### config.mk
export PLATFORM = sky130hd
export DESIGN_NAME = level_column_feeder
export DESIGN_NICKNAME = d
export VERILOG_FILES = /design/src/rtl/level_column_feeder.sv
export SDC_FILE = /design/constraint.sdc
export NUM_CORES = 1
export LEC_CHECK = 0
export CAP_MARGIN = 5
export CORE_UTILIZATION = 49
export DETAILED_ROUTE_END_ITERATION = 16
export GPL_TIMING_DRIVEN = 0
export PLACE_DENSITY_LB_ADDON = 0.3
export SKIP_LAST_GASP = 1
export SYNTH_ARGS = -nofsm -noshare
export SYNTH_HDL_FRONTEND = slang
export SYNTH_SLANG_ARGS = --single-unit
### constraint.sdc
create_clock -name Clk -period 4.45 [get_ports Clk]
set_input_delay 0.6675 -clock Clk [delete_from_list [all_inputs] [get_ports Clk]]
set_output_delay 0.6675 -clock Clk [all_outputs]
set_load 0.02 [all_outputs]
### src/rtl/level_column_feeder.sv
// level_column_feeder: scroll tracker and level-column fetcher for the 10-column block array.
// After reset it preloads columns 0..9, then fetches one column per 40-pixel block scrolled.
// Optional build macro FEEDER_END_PAD_EN: scroll past the level end, feeding air columns.
// ADDR_W must also hold LEVEL_COLS + 9 when FEEDER_END_PAD_EN is defined.
module level_column_feeder #(
  parameter int unsigned LEVEL_COLS = 320,
  parameter int unsigned ADDR_W     = 9,
  parameter int unsigned BLOCK_PX   = 40
) (
  input  logic              Clk,
  input  logic              Reset,
  input  logic              frame_tick,
  input  logic              scroll_req,
  input  logic [2:0]        scroll_step,
  output logic              rom_rd,
  output logic [ADDR_W-1:0] rom_addr,
  input  logic [29:0]       rom_data,
  output logic              Shift,
  output logic [29:0]       new_block_id,
  output logic [5:0]        fine_offset,
  output logic [ADDR_W-1:0] col_index,
  output logic              ready,
  output logic              level_end
);

  localparam logic [ADDR_W-1:0] PreloadLast = ADDR_W'(9);
  localparam logic [5:0]        BlockPx     = 6'(BLOCK_PX);
`ifdef FEEDER_END_PAD_EN
  localparam logic [ADDR_W-1:0] EndCol      = ADDR_W'(LEVEL_COLS);
`else
  localparam logic [ADDR_W-1:0] EndCol      = ADDR_W'(LEVEL_COLS - 10);
`endif

  typedef enum logic [1:0] {StIdle, StFetch, StWait, StShift} state_e;

  state_e              state_q, state_d;
  logic [ADDR_W-1:0]   next_addr_q, next_addr_d;
  logic [ADDR_W-1:0]   col_q, col_d;
  logic [5:0]          fine_q, fine_d;
  logic [29:0]         blk_q, blk_d;
  logic                ready_q, ready_d;
  logic [5:0]          sum;
  logic                rom_hit;

  // Columns beyond the level are air and need no ROM access.
`ifdef FEEDER_END_PAD_EN
  assign rom_hit = (next_addr_q < ADDR_W'(LEVEL_COLS));
`else
  assign rom_hit = 1'b1;
`endif

  assign sum = fine_q + {3'b000, scroll_step};

  // State and datapath registers; reset lands in StFetch so preload starts immediately.
  always_ff @(posedge Clk or posedge Reset) begin
    if (Reset) begin
      state_q     <= StFetch;
      next_addr_q <= '0;
      col_q       <= '0;
      fine_q      <= '0;
      blk_q       <= '0;
      ready_q     <= 1'b0;
    end else begin
      state_q     <= state_d;
      next_addr_q <= next_addr_d;
      col_q       <= col_d;
      fine_q      <= fine_d;
      blk_q       <= blk_d;
      ready_q     <= ready_d;
    end
  end

  // Next-state: scroll accounting in idle, fetch/capture/shift sequence otherwise.
  always_comb begin
    state_d     = state_q;
    next_addr_d = next_addr_q;
    col_d       = col_q;
    fine_d      = fine_q;
    blk_d       = blk_q;
    ready_d     = ready_q;
    unique case (state_q)
      StIdle: begin
        if (ready_q && frame_tick && scroll_req && !level_end) begin
          if (sum >= BlockPx) begin
            fine_d  = sum - BlockPx;
            state_d = StFetch;
          end else begin
            fine_d  = sum;
          end
        end
      end
      StFetch: state_d = StWait;
      StWait: begin
        blk_d   = rom_hit ? rom_data : 30'h0;
        state_d = StShift;
      end
      StShift: begin
        next_addr_d = next_addr_q + ADDR_W'(1);
        if (ready_q) begin
          col_d   = col_q + ADDR_W'(1);
          state_d = StIdle;
        end else if (next_addr_q == PreloadLast) begin
          ready_d = 1'b1;
          state_d = StIdle;
        end else begin
          // Preload chains fetches back to back for 3-cycle shift spacing.
          state_d = StFetch;
        end
      end
      default: state_d = StIdle;
    endcase
  end

  // Strobes are gated by Reset so they drop the instant reset asserts.
  always_comb begin
    rom_rd       = (state_q == StFetch) && rom_hit && !Reset;
    Shift        = (state_q == StShift) && !Reset;
    rom_addr     = next_addr_q;
    new_block_id = blk_q;
    fine_offset  = fine_q;
    col_index    = col_q;
    ready        = ready_q;
    level_end    = (col_q == EndCol);
  end

endmodule

==> impl_results.md, run 1 <==
* DIE AREA at 5860 um^2
* Reg area at 1430 um^2
* Initial antenna violation count at 0
* Mapped cell area at 2720 um^2
* Synth Net Count at 273
* Asr flop ratio synth at 1.00
* CTS Root Cell: clkbuf_8
* CTS H-tree depth at 3
* Initial DRC count at 73
* Vias in the first global route at 2060
* Reg clk slew, reported paths at 0.06 ns
* WL per Instance at 14.2 um
* R2R depth at 9
* Worst Hold Class: reg -> reg
* Worst R2R Start: fine_offset[0]
* Area growth from synthesis to layout at 45.4%
* Worst R2R End: fine_offset[4]
* Row cnt at 26
* Sequential cell area fraction in the yosys report at 0.524
* Placer Congestion at 0.847
* 1st-pass router iterations at 6
* Fillers at 373
* Least-Margin Pin Slew at 0.566 ns
* Crit path DAT at 3.20 ns
* Crit Path Class: in -> reg
* Global-route wire length before repair at 9800 um
* Clk_lat worst skew at 0.33 ns
* Final Critical Period at 2.95 ns
* Layout Skew at 0.0139 ns
* Area of the core at 5240 um^2
* CP Max Fanout at 5
* GRT Residual Overflow at 0
* Cell variety after synth at 44
* Leak at 1.67 nW
* CTS Hold Bufs at 0
* Initial Util at 0.520
* Pwr Total at 2.58 mW
* Slew margin rel. at 0.622
* CP startpoint kind: primary input
* R2R Setup Slk at 1.88 ns
* CTS tree: done
* Cts repair resizes at 0
* Critical path origin: scroll_step[0]
* RSZ-0062 raised after global routing: no
* Final HPWL DP at 4240 um
* Power per cell area at 652 nW/um^2
* Crit. End Element: flop
* Max VDD drop at 341 uV
* Synthesized flop and latch total at 57
* Syn Area/Cell at 12.2 um^2
* Area of the multi-input gates at 1230 um^2
* Final Hold Fails at 0
* Max frequency at 0.339 GHz
* Via density at 5.22
* Max-slew violation count at 0
* Vias at 2107
* Ports at 95
* Setup Viol. Count Final at 0
* Clock buffer count from CTS at 9
* Critical path capture point: fine_offset[4]
* Die width at 76.5 um
* Main synth FF type: dfrtp_1
* GR Util All Layers at 0.218
* Req. time, crit path at 4.69 ns
* Gate Count Post-Synth at 223
* Drc violations at 0
* Setup_tns at 0 ns
* Die span in y at 76.5 um
* Hold Path Cell Cnt at 1
* Routed WL at 5740 um
* Number of port buffers at 94
* Post-DRT Antenna Nets at 0
* # Post-CTS Setup Buffers at 0
* Clock tree sinks at 57
* Tcrit/Tclk final at 0.663
* Status: finished, final reports clean
* Clock Path Buffers at 2
* Synth Warn # at 0
* Nets at 379
* Max cap viols at 0
* Number of synthesized flops with an enable pin at 0
* Largest net degree at the start of global routing at 32
* Ratio of cells with drive above 1 in the final layout at 0.180
* Antenna cell count at 0
[worst min path at each step]
stage,from,endpoint,slack (ns)
2_1_floorplan,state_q[0],state_q[0],0.52
3_5_place_dp,new_block_id[11],new_block_id[11],0.49
3_3_place_gp,rom_addr[8],rom_addr[8],0.48
5_1_grt,rom_addr[8],rom_addr[8],0.52
6_report,rom_addr[8],rom_addr[8],0.50
4_1_cts,rom_addr[8],rom_addr[8],0.51
[cell type report]
type | count | area share
Clock buffer | 10 | 0.0322
Sequential cell | 57 | 0.361
Tap cell | 70 | 0.0221
Inverter | 7 | 0.00664
Buffer | 8 | 0.00885
Clock inverter | 6 | 0.0149
Multi-Input combinational cell | 151 | 0.312
Timing Repair Buffer | 95 | 0.243
[Yosys cell counts, types with 2 or more instances]
cell | instances | area (um^2)
ha_1 | 12 | 150
a21oi_1 | 11 | 55.1
nor2_1 | 8 | 30.0
nand2b_1 | 4 | 25.0
nor2b_1 | 5 | 31.3
clkbuf_1 | 4 | 15.0
nor4_1 | 3 | 18.8
nand3_1 | 13 | 65.1
o21ai_0 | 3 | 15.0
mux2_2 | 32 | 360
and3_1 | 2 | 12.5
nand2_1 | 9 | 33.8
mux2i_1 | 2 | 20.0
xor2_1 | 5 | 43.8
dfrtp_1 | 56 | 1400
nand4_1 | 4 | 25.0
o22ai_1 | 2 | 12.5
xnor2_1 | 13 | 114
inv_1 | 7 | 26.3
buf_2 | 4 | 20.0
[power breakdown]
part	internal [mW]	switching (mW)	leakage (nW)
sequential	0.710	0.119	0.693
clock	0.255	0.197	0.0998
combinational	0.675	0.622	0.879
[sequential cells by signal, indices dropped and copies added, names as in the netlist]
signal,count
new_block_id,30
col_index,9
rom_addr,9
fine_offset,6
state_q,2
ready,1
[logic make-up (layout without fill, tap and decap cells)]
kind of cell,Yosys count,count (layout),share of synthesized area
fa+ha+maj,13,13,0.0625
simple gates,57,57,0.117
mux,35,35,0.145
xor+xnor,18,18,0.0579
flops,57,57,0.524
buf+inv,15,126,0.0225
compound gates,28,28,0.0708
[stage by stage]
| step | setup WS (ns) | utilization | cell area (um^2) | instances | hold slack, ns |
|---|---|---|---|---|---|
| 6_report | 1.50 | 0.756 | 3960 | 404 | 0.499 |
| 5_1_grt | 1.34 | 0.756 | 3960 | 404 | 0.523 |
| 4_1_cts | 1.52 | 0.756 | 3960 | 404 | 0.508 |
| 3_5_place_dp | 1.19 | 0.720 | 3770 | 388 | 0.494 |
| 3_3_place_gp | 1.21 | 0.716 | 3750 | 387 | 0.484 |
| 2_1_floorplan | 1.79 | - | 2720 | 223 | 0.523 |
[cells in the final DEF, fill, tap and decap left out, types with 3 or more instances in the layout]
cell / synthesis / final
nor4_1: 3 / 3
clkinv_2: 0 / 4
a21oi_1: 11 / 11
nand2b_1: 4 / 4
mux2_2: 32 / 32
nand3_1: 13 / 13
xor2_1: 5 / 5
ha_1: 12 / 12
buf_2: 4 / 4
xnor2_1: 13 / 13
nand4_1: 4 / 4
dfrtp_1: 56 / 56
clkbuf_8: 0 / 9
o21ai_0: 3 / 3
clkdlybuf4s50_1: 0 / 94
nand2_1: 9 / 9
nor2b_1: 5 / 5
inv_1: 7 / 6
clkbuf_1: 4 / 5
nor2_1: 8 / 8
[critical path: stages]
cell and delay [ns]:
clkdlybuf4s50_1 0.41, ha_1 0.26, fa_1 0.46, a21o_2 0.22
a32oi_1 0.32, ha_1 0.31, nand2_1 0.09, a21oi_1 0.07
a211o_1 0.26, a21oi_1 0.14
[per-layer routing]
metal | part of all wire | GRT usage | vias up
met5 | 0 | 0 | -
met2 | 0.48 | 0.351 | 76
met1 | 0.45 | 0.271 | 1008
met3 | 0.044 | 0.0575 | 18
met4 | 0.027 | 0.106 | 0
li1 | - | - | 1005
Power figures use the tool's default switching activity.
==> inputs of run 2 (changes only) <==
- CORE_UTILIZATION: 49 -> 45
- clock period: 4.45 -> 2.82 ns (I/O delays scaled with it)
==> run 2 against run 1 <==
Flip-flop and latch count did not move. Non-clock buffer count did not move. Final cell count rose by 0.50%. Sequential share of layout area barely moved. Clock power rose by 38%. Via count fell by 2.4%. Utilization fell by 5.9 points. Die area rose by 8.7%. Power rose by 55%. Register-to-register slack got worse by 1.6 ns. Clock skew fell by 0.0090 ns.
==> impl_results.md, run 2 (synthesis results as in run 1) <==
* CTS H-tree depth at 3
* Crit. End Element: flop
* Initial Util at 0.480
* Largest net degree at the start of global routing at 36
* Die span in y at 79.8 um
* Max-slew violation count at 0
* Placer Congestion at 0.796
* Routed WL at 5850 um
* Post-DRT Antenna Nets at 0
* GR Util All Layers at 0.190
* GRT Residual Overflow at 0
* Least-Margin Pin Slew at 0.785 ns
* DIE AREA at 6370 um^2
* Commonest non-fill, non-tap cell in the layout: clkdlybuf4s50_1
* Worst slack, placed at -0.206 ns
* Clock buffer count from CTS at 9
* Worst Hold Class: reg -> reg
* Row cnt at 27
* Reg area at 1430 um^2
* Die width at 79.8 um
* CTS Root Cell: clkbuf_8
* Ports at 95
* Setup Viol. Count Final at 0
* Drc violations at 0
* RSZ-0062 raised after global routing: no
* Clock tree sinks at 57
* Req. time, crit path at 3.06 ns
* CTS tree: done
* Reg clk slew, reported paths at 0.06 ns
* Tcrit/Tclk final at 0.939
* Fillers at 431
* CP startpoint kind: primary input
* 1st-pass router iterations at 4
* Nets at 379
* Post-route worst setup slack at 0.171 ns
* Vias in the first global route at 2025
* Slowest CP cell: fa_1
* Area growth from synthesis to layout at 45.2%
* Power per cell area at 1010 nW/um^2
* Vias at 2056
* Max frequency at 0.378 GHz
* Max stage delay on crit path at 0.46 ns
* Max reg flops at 30
* Worst-path cell chain: clkdlybuf4s50_1 -> ha_1 -> fa_1 -> a21o_2 -> a32oi_2 -> ha_1 -> nand2_1 -> a21oi_1 -> a211o_1 -> a21oi_1
* Status: finished, final reports clean
* Final core utilization at 0.696
* Slew margin rel. at 0.476
* Via density at 5.06
* Final HPWL DP at 4300 um
* Clk_lat worst skew at 0.32 ns
* Buffers and inverters on the worst path at 1
* Clock Path Buffers at 2
* Antenna cell count at 0
* WL per Instance at 14.4 um
* Crit path DAT at 2.89 ns
* Initial DRC count at 65
* Initial antenna violation count at 0
* Area of the core at 5680 um^2
* CTS Hold Bufs at 0
* Max cap viols at 0
* Pwr Total at 4.01 mW
* Number of port buffers at 94
* WHS at 0.495 ns
* Layout Skew at 0.00497 ns
* Global-route wire length before repair at 9300 um
* Area of the multi-input gates at 1240 um^2
* Delay-heaviest family, CP: adder cells
* Final Critical Period at 2.65 ns
* Final Hold Fails at 0
* CP Max Fanout at 5
* Crit Path Class: in -> reg
* Max VDD drop at 582 uV
* Ratio of cells with drive above 1 in the final layout at 0.186
* Commonest non-fill, non-tap cells in the layout: clkdlybuf4s50_1, dfrtp_1, mux2_2
* Leak at 1.66 nW
run 2: worst paths after layout:
| check | from | end | slack (ns) | cells after the start |
|---|---|---|---|---|
| hold / removal | col_index[8] | col_index[8] | 0.49 | 1 |
| setup reg to reg | fine_offset[0] | fine_offset[4] | 0.30 | 9 |
| hold reg to reg | col_index[8] | col_index[8] | 0.49 | 1 |
| max in group asynchronous | Reset | new_block_id[13] | 1.62 | 3 |
| min in group asynchronous | Reset | new_block_id[20] | 0.63 | 2 |
| setup / recovery | scroll_step[0] | fine_offset[4] | 0.17 | 10 |
run 2: stage by stage:
step	cells	TNS, ns	area, um^2
floorplan	223	0	2720
global placement	389	-6.45	3750
detailed placement	390	-0.298	3780
CTS	406	0	3940
global route	406	0	3950
finish	406	0	3950
run 2: report_power, final:
part / total (mW) / switching (mW) / internal, mW
logic: 2.08 / 1.00 / 1.08
registers: 1.31 / 0.186 / 1.12
clock network: 0.622 / 0.311 / 0.312
total: 4.01 / 1.50 / 2.51
run 2: what timing repair did:
| item | in CTS | in global routing |
|---|---|---|
| endpoints found under the setup margin | 0 | 2 |
| buffers inserted | 0 | 0 |
| endpoints found under the hold margin | 0 | 0 |
| resized for setup | 0 | 3 |
run 2: cell type report:
cell class              count  area share
well taps                  72      0.0228
flip-flops and latches     57       0.361
clock inverters             6     0.00886
inverters                   7     0.00665
clock buffers              10      0.0323
repair buffers             95       0.245
plain buffers               8     0.00918
multi-input cells         151       0.314
run 2: layer usage:
metal / global-route usage / vias up / routed length [um]
li1: - / 1003 / -
met1: 0.233 / 977 / 2480
met2: 0.323 / 66 / 2920
met5: 0 / - / 0
met4: 0.0804 / 0 / 107
met3: 0.0400 / 10 / 351
==> inputs of run 3 (changes only) <==
- RECOVER_POWER: default -> 25
==> run 3 against run 2 <==
Sequential share of layout area increased by 0.21 points. Utilization decreased by 0.40 points. Largest cell class unchanged. Worst setup slack got worse by 0.0057 ns. Sequential power about the same. Clock-buffer cell count unchanged. Via count about the same.
==> impl_results.md, run 3 (synthesis results as in run 1) <==
* Die width at 79.8 um
* Least-Margin Pin Slew at 1.32 ns
* Tcrit/Tclk final at 0.941
* WHS at 0.495 ns
* Final HPWL DP at 4300 um
* 1st-pass router iterations at 4
* Reg clk slew, reported paths at 0.06 ns
* Max reg flops at 30
* Placer Congestion at 0.796
* Max frequency at 0.377 GHz
* Final Critical Period at 2.65 ns
* Worst R2R Start: fine_offset[0]
* Hold endpoint: col_index[8]
* Commonest non-fill, non-tap cell in the layout: clkdlybuf4s50_1
* CTS Root Cell: clkbuf_8
* Clock Path Buffers at 2
* Req. time, crit path at 3.06 ns
* Leak at 1.65 nW
* Initial antenna violation count at 0
* CP Max Fanout at 5
* CTS H-tree depth at 3
* Clock tree sinks at 57
* Initial Util at 0.480
* Die span in y at 79.8 um
* Hold path start: col_index[8]
* Largest net degree at the start of global routing at 36
* Initial DRC count at 59
* Crit. End Element: flop
* Ports at 95
* # Post-CTS Setup Buffers at 0
* Clock buffer count from CTS at 9
* Row cnt at 27
* Setup Viol. Count Final at 0
* Crit path DAT at 2.90 ns
* Drc violations at 0
* Crit Path Class: in -> reg
* GR Util All Layers at 0.190
* Post-DRT Antenna Nets at 0
* R2R depth at 9
* RSZ-0062 raised after global routing: no
* Hold Path Cell Cnt at 1
* Area of the core at 5680 um^2
* Via density at 5.07
* CP startpoint kind: primary input
* Clk_lat worst skew at 0.32 ns
* WL per Instance at 14.5 um
* Antenna cell count at 0
* Max cap viols at 0
* Nets at 379
* Global-route wire length before repair at 9300 um
* Max-slew violation count at 0
* Vias in the first global route at 2025
* DIE AREA at 6370 um^2
* Area growth from synthesis to layout at 44.3%
* GRT Residual Overflow at 0
* Status: finished, final reports clean
* Slew margin rel. at 0.117
* Worst Hold Class: reg -> reg
* Number of port buffers at 94
* Layout Skew at 0.00498 ns
* Pwr Total at 4.01 mW
* Vias at 2057
* Routed WL at 5870 um
* R2R Setup Slk at 0.30 ns
* Ratio of cells with drive above 1 in the final layout at 0.183
* Final Hold Fails at 0
* Worst R2R End: fine_offset[4]
* Setup_tns at 0 ns
* Max VDD drop at 582 uV
* CTS tree: done
* Power per cell area at 1020 nW/um^2
* Commonest non-fill, non-tap cells in the layout: clkdlybuf4s50_1, dfrtp_1, mux2_2
run 3: cell count changes in the layout (fill, tap and decap cells not counted):
cell,change
clkdlybuf4s50_1,-1
buf_16,-1
clkbuf_2,+1
inv_1,+1
inv_2,-1
dlygate4sd3_1,+1
run 3: worst max path at each step:
stage	slack, ns	endpoint	start	cells past startpoint
after floorplan	0.36	fine_offset[4]	fine_offset[0]	9
after global placement	-0.21	fine_offset[4]	scroll_step[0]	10
after detailed placement	-0.21	fine_offset[4]	scroll_step[0]	10
after CTS	0.08	Shift	state_q[0]	4
after global routing	0.07	fine_offset[4]	scroll_step[0]	10
final	0.17	fine_offset[4]	scroll_step[0]	10
run 3: layout make-up:
cell class	instances	area, um^2
repair buffers	95	946
multi-input cells	151	1240
clock inverters	6	35.0
well taps	72	90.1
plain buffers	8	36.3
clock buffers	10	128
inverters	7	26.3
fillers	434	1750
flip-flops and latches	57	1430
run 3: layer usage:
metal	share of wire	GRT usage
met1	0.43	0.233
met2	0.50	0.323
met4	0.018	0.0804
met3	0.057	0.0400
met5	0	0
run 3: through the flow:
stage           util  instances  cell area (um^2)  worst slack (ns)
2_1_floorplan      -        223              2720             0.355
3_3_place_gp   0.661        389              3750            -0.208
3_5_place_dp   0.666        390              3780            -0.206
4_1_cts        0.695        406              3940            0.0846
5_1_grt        0.692        406              3930            0.0696
6_report       0.692        406              3930             0.165
run 3: critical path: stages:
cell	delay, ns
clkdlybuf4s50_1	0.40
ha_1	0.25
fa_1	0.46
a21o_2	0.22
a32oi_2	0.29
ha_1	0.31
nand2_1	0.09
a21oi_1	0.06
a211o_1	0.26
a21oi_1	0.13
run 3: where the power goes:
part	switching [mW]	internal, mW	leakage (nW)
Sequential	0.185	1.12	0.693
Combinational	1.01	1.07	0.880
Clock	0.310	0.312	0.0818
run 3: timing repair:
item                       4_1_cts  5_1_grt
setup endpoints to repair        0        2
gates resized for setup          0        3
hold endpoints to repair         0        0
hold buffers                     0        0
